## config.mk

```make
export PLATFORM = sky130hd
export DESIGN_NAME = serializer
export DESIGN_NICKNAME = d
export VERILOG_FILES = /design/src/rtl/serializer.sv
export SDC_FILE = /design/constraint.sdc
export NUM_CORES = 1
export LEC_CHECK = 0
export ABC_AREA = 1
export CAP_MARGIN = 10
export CORE_AREA = 2 2 109 133
export CTS_CLUSTER_SIZE = 16
export DETAILED_ROUTE_END_ITERATION = 8
export DIE_AREA = 0 0 111 135
export GPL_TIMING_DRIVEN = 0
export PLACE_DENSITY_LB_ADDON = 0.12
export SLEW_MARGIN = 20
export SYNTH_ARGS = -nofsm -noshare
export SYNTH_HDL_FRONTEND = slang
export SYNTH_SLANG_ARGS = --single-unit
```

## constraint.sdc

```tcl
create_clock -name t_clk -period 3.5 [get_ports t_clk]
set_input_delay 1.05 -clock t_clk [delete_from_list [all_inputs] [get_ports t_clk]]
set_output_delay 1.05 -clock t_clk [all_outputs]
set_load 0.02 [all_outputs]
```

## src/rtl/serializer.sv

```systemverilog
// serializer: transmit end of the single-wire self-test link.
// Frames each 28-bit payload as {4'b1010, payload} and shifts it out MSB
// first, one bit per t_clk, behind a one-deep holding register.
// Optional build macro SER_PARITY_EN appends an even-parity bit
// (33-bit frame); without it the frame is 32 bits and no parity logic exists.
module serializer #(
  parameter int unsigned IDLE_GAP = 1
) (
  input  logic        t_clk,
  input  logic        rst_n,
  input  logic [27:0] tx_data,
  input  logic        tx_valid,
  output logic        tx_ready,
  output logic        data_out,
  output logic        busy,
  output logic        frame_done
);

`ifdef SER_PARITY_EN
  localparam int unsigned FRAME_LEN = 33;
`else
  localparam int unsigned FRAME_LEN = 32;
`endif

  localparam logic [5:0] LAST_BIT = 6'(FRAME_LEN - 1);
  localparam logic [5:0] PRE_LAST = 6'(FRAME_LEN - 2);
  localparam logic [3:0] GAP_LAST = 4'((IDLE_GAP == 0) ? 0 : IDLE_GAP - 1);
  localparam bit         HAS_GAP  = (IDLE_GAP != 0);

  typedef enum logic [1:0] {
    ST_IDLE,
    ST_SHIFT,
    ST_GAP
  } state_t;

  state_t               state;
  logic [27:0]          hold;
  logic                 hold_full;
  // MSB of the frame goes straight to data_out on load, so the shifter
  // only keeps the remaining FRAME_LEN-1 bits.
  logic [FRAME_LEN-2:0] shreg;
  logic [5:0]           bit_cnt;
  logic [3:0]           gap_cnt;
  logic [FRAME_LEN-1:0] frame_word;
  logic                 last_bit;
  logic                 load;

  assign tx_ready = !hold_full;

  // Frame assembly from the holding register
  always_comb begin
`ifdef SER_PARITY_EN
    frame_word = {4'b1010, hold, ^hold};
`else
    frame_word = {4'b1010, hold};
`endif
  end

  // Decide when the held word moves into the shifter
  always_comb begin
    last_bit = (bit_cnt == LAST_BIT);
    load     = 1'b0;
    case (state)
      ST_IDLE:  load = hold_full;
      ST_SHIFT: load = hold_full && last_bit && !HAS_GAP;
      ST_GAP:   load = hold_full && (gap_cnt == GAP_LAST);
      default:  load = 1'b0;
    endcase
  end

  // One-deep holding register; never overwritten while full
  always_ff @(posedge t_clk or negedge rst_n) begin
    if (!rst_n) begin
      hold      <= '0;
      hold_full <= 1'b0;
    end else if (tx_valid && !hold_full) begin
      hold      <= tx_data;
      hold_full <= 1'b1;
    end else if (load) begin
      hold_full <= 1'b0;
    end
  end

  // Frame FSM with registered line, busy and frame_done
  always_ff @(posedge t_clk or negedge rst_n) begin
    if (!rst_n) begin
      state      <= ST_IDLE;
      shreg      <= '0;
      bit_cnt    <= '0;
      gap_cnt    <= '0;
      data_out   <= 1'b0;
      busy       <= 1'b0;
      frame_done <= 1'b0;
    end else if (load) begin
      state      <= ST_SHIFT;
      shreg      <= frame_word[FRAME_LEN-2:0];
      data_out   <= frame_word[FRAME_LEN-1];
      bit_cnt    <= '0;
      gap_cnt    <= '0;
      busy       <= 1'b1;
      frame_done <= 1'b0;
    end else begin
      case (state)
        ST_IDLE: begin
          data_out   <= 1'b0;
          busy       <= 1'b0;
          frame_done <= 1'b0;
        end
        ST_SHIFT: begin
          if (last_bit) begin
            frame_done <= 1'b0;
            bit_cnt    <= '0;
            data_out   <= 1'b0;
            gap_cnt    <= '0;
            if (HAS_GAP) begin
              state <= ST_GAP;
              busy  <= 1'b1;
            end else begin
              state <= ST_IDLE;
              busy  <= 1'b0;
            end
          end else begin
            shreg      <= {shreg[FRAME_LEN-3:0], 1'b0};
            data_out   <= shreg[FRAME_LEN-2];
            bit_cnt    <= bit_cnt + 6'd1;
            frame_done <= (bit_cnt == PRE_LAST);
          end
        end
        ST_GAP: begin
          data_out   <= 1'b0;
          frame_done <= 1'b0;
          if (gap_cnt == GAP_LAST) begin
            state   <= ST_IDLE;
            busy    <= 1'b0;
            gap_cnt <= '0;
          end else begin
            gap_cnt <= gap_cnt + 4'd1;
          end
        end
        default: begin
          state    <= ST_IDLE;
          data_out <= 1'b0;
          busy     <= 1'b0;
        end
      endcase
    end
  end

endmodule

```

* Yosys cells after proc, flatten, opt, wreduce, memory -nomap -nowiden
Index checks and enable logic that the tools add are counted.
** Storage, ports and cells
- Register bits after elaboration :: 75
- Input port bits :: 31
- Output and inout port bits :: 4
- Logic and storage cells :: 60
** Operators by class
- Add/subtract/negate cells :: 2
- Equal/unequal tests :: 8
- Muxes and demuxes :: 27
- Reduce and logical (&&, ||, !) cells :: 14
** Operators with widths (count)
- two-way mux 31 bit :: 3
- two-way mux 6 bit :: 3
- == test 6 x 5 -> 1 bit, second input constant :: 2
- two-way mux 4 bit :: 3
- two-way mux 1 bit :: 10
- case mux 4 bit (2 select lines) :: 1
- adder 6 x 1 -> 6 bit, second input constant :: 1
- two-way mux 2 bit :: 3
- != test 3 bit, second input constant :: 2
- case mux 1 bit (2 select lines) :: 3
- case mux 2 bit (3 select lines) :: 1
- AND reduction 2 bit :: 3
- nonzero test 3 bit :: 2
- adder 4 x 1 -> 4 bit, second input constant :: 1
- zero test 4 bit :: 1
- nonzero test 2 bit :: 2
- AND reduction 3 bit :: 1
- == test 2 x 1 -> 1 bit, second input constant :: 1
- == test 2 bit, second input constant :: 1
- logical AND 1 bit :: 2
- zero test 2 bit :: 1
- != test 2 x 1 -> 1 bit, second input constant :: 1
- != test 2 bit, second input constant :: 1
- OR reduction 2 bit :: 1
- zero test 1 bit :: 1

* Longest topological paths before layout
- Word-level depth :: 5
- Mapped depth :: 10
- Gate-level depth less buffers :: 9

* Least setup slack after synthesis
OpenSTA, ideal clock, no wires.
- Path kind :: input to register
- Start point :: input tx_valid
- End point :: register hold[11]
- Setup time :: 0.125 ns
- Arrival :: 1.816 ns
- Required time :: 3.375 ns
- Setup slack :: 1.560 ns
- Stages on the path :: 4
- Path buffers :: 2
- Path through :: nand2_1 -> buf_2 -> buf_4 -> mux2_2
** Between the ends
- Word-level cells in the longest chain between the ends :: 1
** RTL lines
- start, declared :: line 12 : input logic tx_valid,
- logical AND 1 bit :: line 76 : end else if (tx_valid && !hold_full) begin
- end signal, assigned :: line 77 : hold <= tx_data;
- end, declared :: line 37 : logic [27:0] hold;
Every way passes these cells.
A chain may end at the register's enable or synchronous reset.

* Worst setup path in the final report
- Start point :: register hold_full
- End point :: output tx_ready
** Between the ends
- Word-level cells in the longest chain between the ends :: 1
** RTL lines
- start, declared :: line 38 : logic hold_full;
- start signal, assigned :: line 75 : hold_full <= 1'b0;
- start signal, assigned :: line 78 : hold_full <= 1'b1;
- start signal, assigned :: line 80 : hold_full <= 1'b0;
- zero test 1 bit :: line 48 : assign tx_ready = !hold_full;
- end, declared :: line 13 : output logic tx_ready,
Every way passes these cells.

==> results_dict.tcl <==
set metrics [dict create \
    outcome "finished clean" \
    grt_first_pass_wirelength_microns 12900 \
    fin_crit_ns 2.48 \
    die_h_microns 135 \
    cp-end-kind "primary output" \
    endpoint "tx_ready" \
    fp.dieW_microns 111 \
    syn-instance-count 348 \
    portBuffers 34 \
    row_count 47 \
    setup_ws_ns 1.02 \
    p_leak_nw 2.03 \
    clock_path_buffers 2 \
    whs_ns 0.478 \
    nets 429 \
    layout.cells.non_filler 570 \
    drive_gt1_frac 0.180 \
    p_per_area_nw_per_um2 876 \
    startpoint_type "flip-flop" \
    drc 0 \
    synth_top_area_share 0.557 \
    area_growth_pct 27.3 \
    hpwl_microns 5310 \
    num_io_pins 35 \
    cts_buffers 9 \
    clock_skew_ns 0.00772 \
    postPlaceCellArea_sq_um 3940 \
    clkSlewWorstSetupHoldPaths_ns 0.06 \
    r2r_cells 8 \
    synth_area_sq_um 3370 \
    antenna_left 0 \
    drt_iter0_drc 102 \
    vias_per_cell 4.34 \
    coreArea_sq_um 13600 \
    final_cell_mix "nand2_1, dfrtp_1, nand3_1" \
    antennaDiodeCount 0 \
    fmax_mhz 403 \
    htree_num_levels 3 \
    num_vias 2476 \
    finalMaxSlewViolations 0 \
    synth.avg_cell_area_sq_um 9.68 \
    placed_cells 554 \
    grt_max_degree 46 \
    final_common_cell "nand2_1" \
    rsz0062_at_grt "false" \
    crit_type "flip-flop to primary output" \
    die_area_sq_um 15000 \
    regToRegEndpoint "shreg[16]$_DFFE_PN0P_" \
    r2r_setup_slack_ns 1.91 \
    antenna_found_initial 0 \
    post-cts-setup-buffers 0 \
    routedWlPerCell_microns 13.5 \
    dp_slack_ns 0.850 \
    tightest_slew_ns 0.598 \
    finalHoldViolations 0 \
    cp.arrival_ns 1.43 \
    cts_tree "done" \
    gp_congestion 0.711 \
    synth_nets 383 \
    ctsResizeCount 0 \
    post-route-period-util 0.710 \
    ir_drop_mv 0.261 \
    worst_slew_margin_rel 0.601 \
    routed_wl_microns 7680 \
    fillCellCount 1435 \
    synthTopCellsByArea "dfrtp_1, nand3_1, nand2_1, mux2_2, inv_1" \
    cts_sinks 75 \
    ys_seq_area_frac 0.557 \
    stdcell_area_sq_um 4290 \
    ys_ff_latch 75 \
    root_buffer "clkbuf_16" \
    gr-total-overflow 0 \
    drv_cap 0 \
    track_usage 0.110 \
    worstHoldStart "shreg[14]$_DFFE_PN0P_" \
    holdBufCountCts 0 \
    clock_latency_ns 0.34 \
    ys_warn_count 0 \
    initial_core_util 0.248 \
    setup_viol 0 \
    cp-startpoint "hold_full$_DFFE_PN0P_" \
    r2r_start "gap_cnt[0]$_DFFE_PN0P_" \
    grt_pass1_vias 2514 \
    synth_top_cell_by_area "dfrtp_1" \
    cp.required_ns 2.45 \
    synth_cell_type_count 21 \
    cp_max_fo 3 \
    drt_pre_antenna_iters 4 \
    min_path_type "flip-flop to flip-flop" \
]
==> stage by stage <==
stage                util  power (mW)  setup TNS [ns]
floorplan               -        2.35               0
global placement    0.289        2.72         -118.66
detailed placement  0.290        2.74               0
CTS                 0.316        3.83               0
global route        0.316        4.04               0
finish              0.316        3.76               0
==> worst min-delay path by stage <==
stage	slack [ns]	to	cells past startpoint
after global placement	0.46	shreg[13]$_DFFE_PN0P_	2
after CTS	0.48	shreg[13]$_DFFE_PN0P_	2
after floorplan	0.44	shreg[28]$_DFFE_PN0P_	2
after global routing	0.50	shreg[8]$_DFFE_PN0P_	2
final	0.48	shreg[14]$_DFFE_PN0P_	2
after detailed placement	0.47	shreg[13]$_DFFE_PN0P_	2
==> worst max-delay path, stage by stage (launching register included) <==
cell,delay [ns]
dfrtp_1,0.37
inv_1,0.10
clkdlybuf4s50_1,0.62
==> per-layer routing <==
metal	track usage	share of wire	up-vias
met1	0.136	0.45	1185
met4	0.0604	0.023	0
met5	0	0	-
met2	0.182	0.49	43
met3	0.0233	0.032	11
li1	-	-	1237
==> synth_stat cells <==
cell	number
a21oi_1	2
buf_2	9
buf_4	4
buf_6	5
dfrtp_1	75
ha_1	4
inv_1	23
inv_2	2
mux2_2	27
nand2_1	86
nand2_2	2
nand3_1	74
nand3_2	1
nand4_1	5
nor2_1	13
nor2_4	2
o21a_1	1
o21ai_0	9
o21ai_2	1
or2_2	1
xor2_1	2
==> report_power, final <==
group          total [mW]  switching [mW]  internal, mW  leakage, nW
registers            1.49           0.221          1.27        0.913
logic                1.20           0.659         0.544        0.950
clock network        1.06           0.363         0.702        0.168
==> kinds of logic (layout without fill, tap and decap cells) <==
group | Yosys count | count (layout) | share of synthesized area
and+or+nand+nor | 184 | 184 | 0.245
DFF | 75 | 75 | 0.557
buffers and inverters | 43 | 94 | 0.0668
muxes | 27 | 27 | 0.0902
AOI/OAI and AO/OA | 13 | 13 | 0.0212
adders and majority gates | 4 | 4 | 0.0149
xor gates and xnor gates | 2 | 2 | 0.00520
==> cell type report <==
type,count,area (sq um),area share
Inverter,25,93.8,0.0219
Clock buffer,13,280,0.0653
Timing Repair Buffer,35,358,0.0834
Sequential cell,75,1880,0.438
Multi-Input combinational cell,230,1270,0.296
Tap cell,171,214,0.0499
Buffer,18,131,0.0306
Clock inverter,3,67.6,0.0158
==> registers in the layout (all words and copies together) (netlist names) <==
signal,cells
hold,28
shreg,31
data_out,1
state,2
hold_full,1
bit_cnt,6
busy,1
gap_cnt,4
frame_done,1
Note: power is estimated with default switching activity, not from simulation.
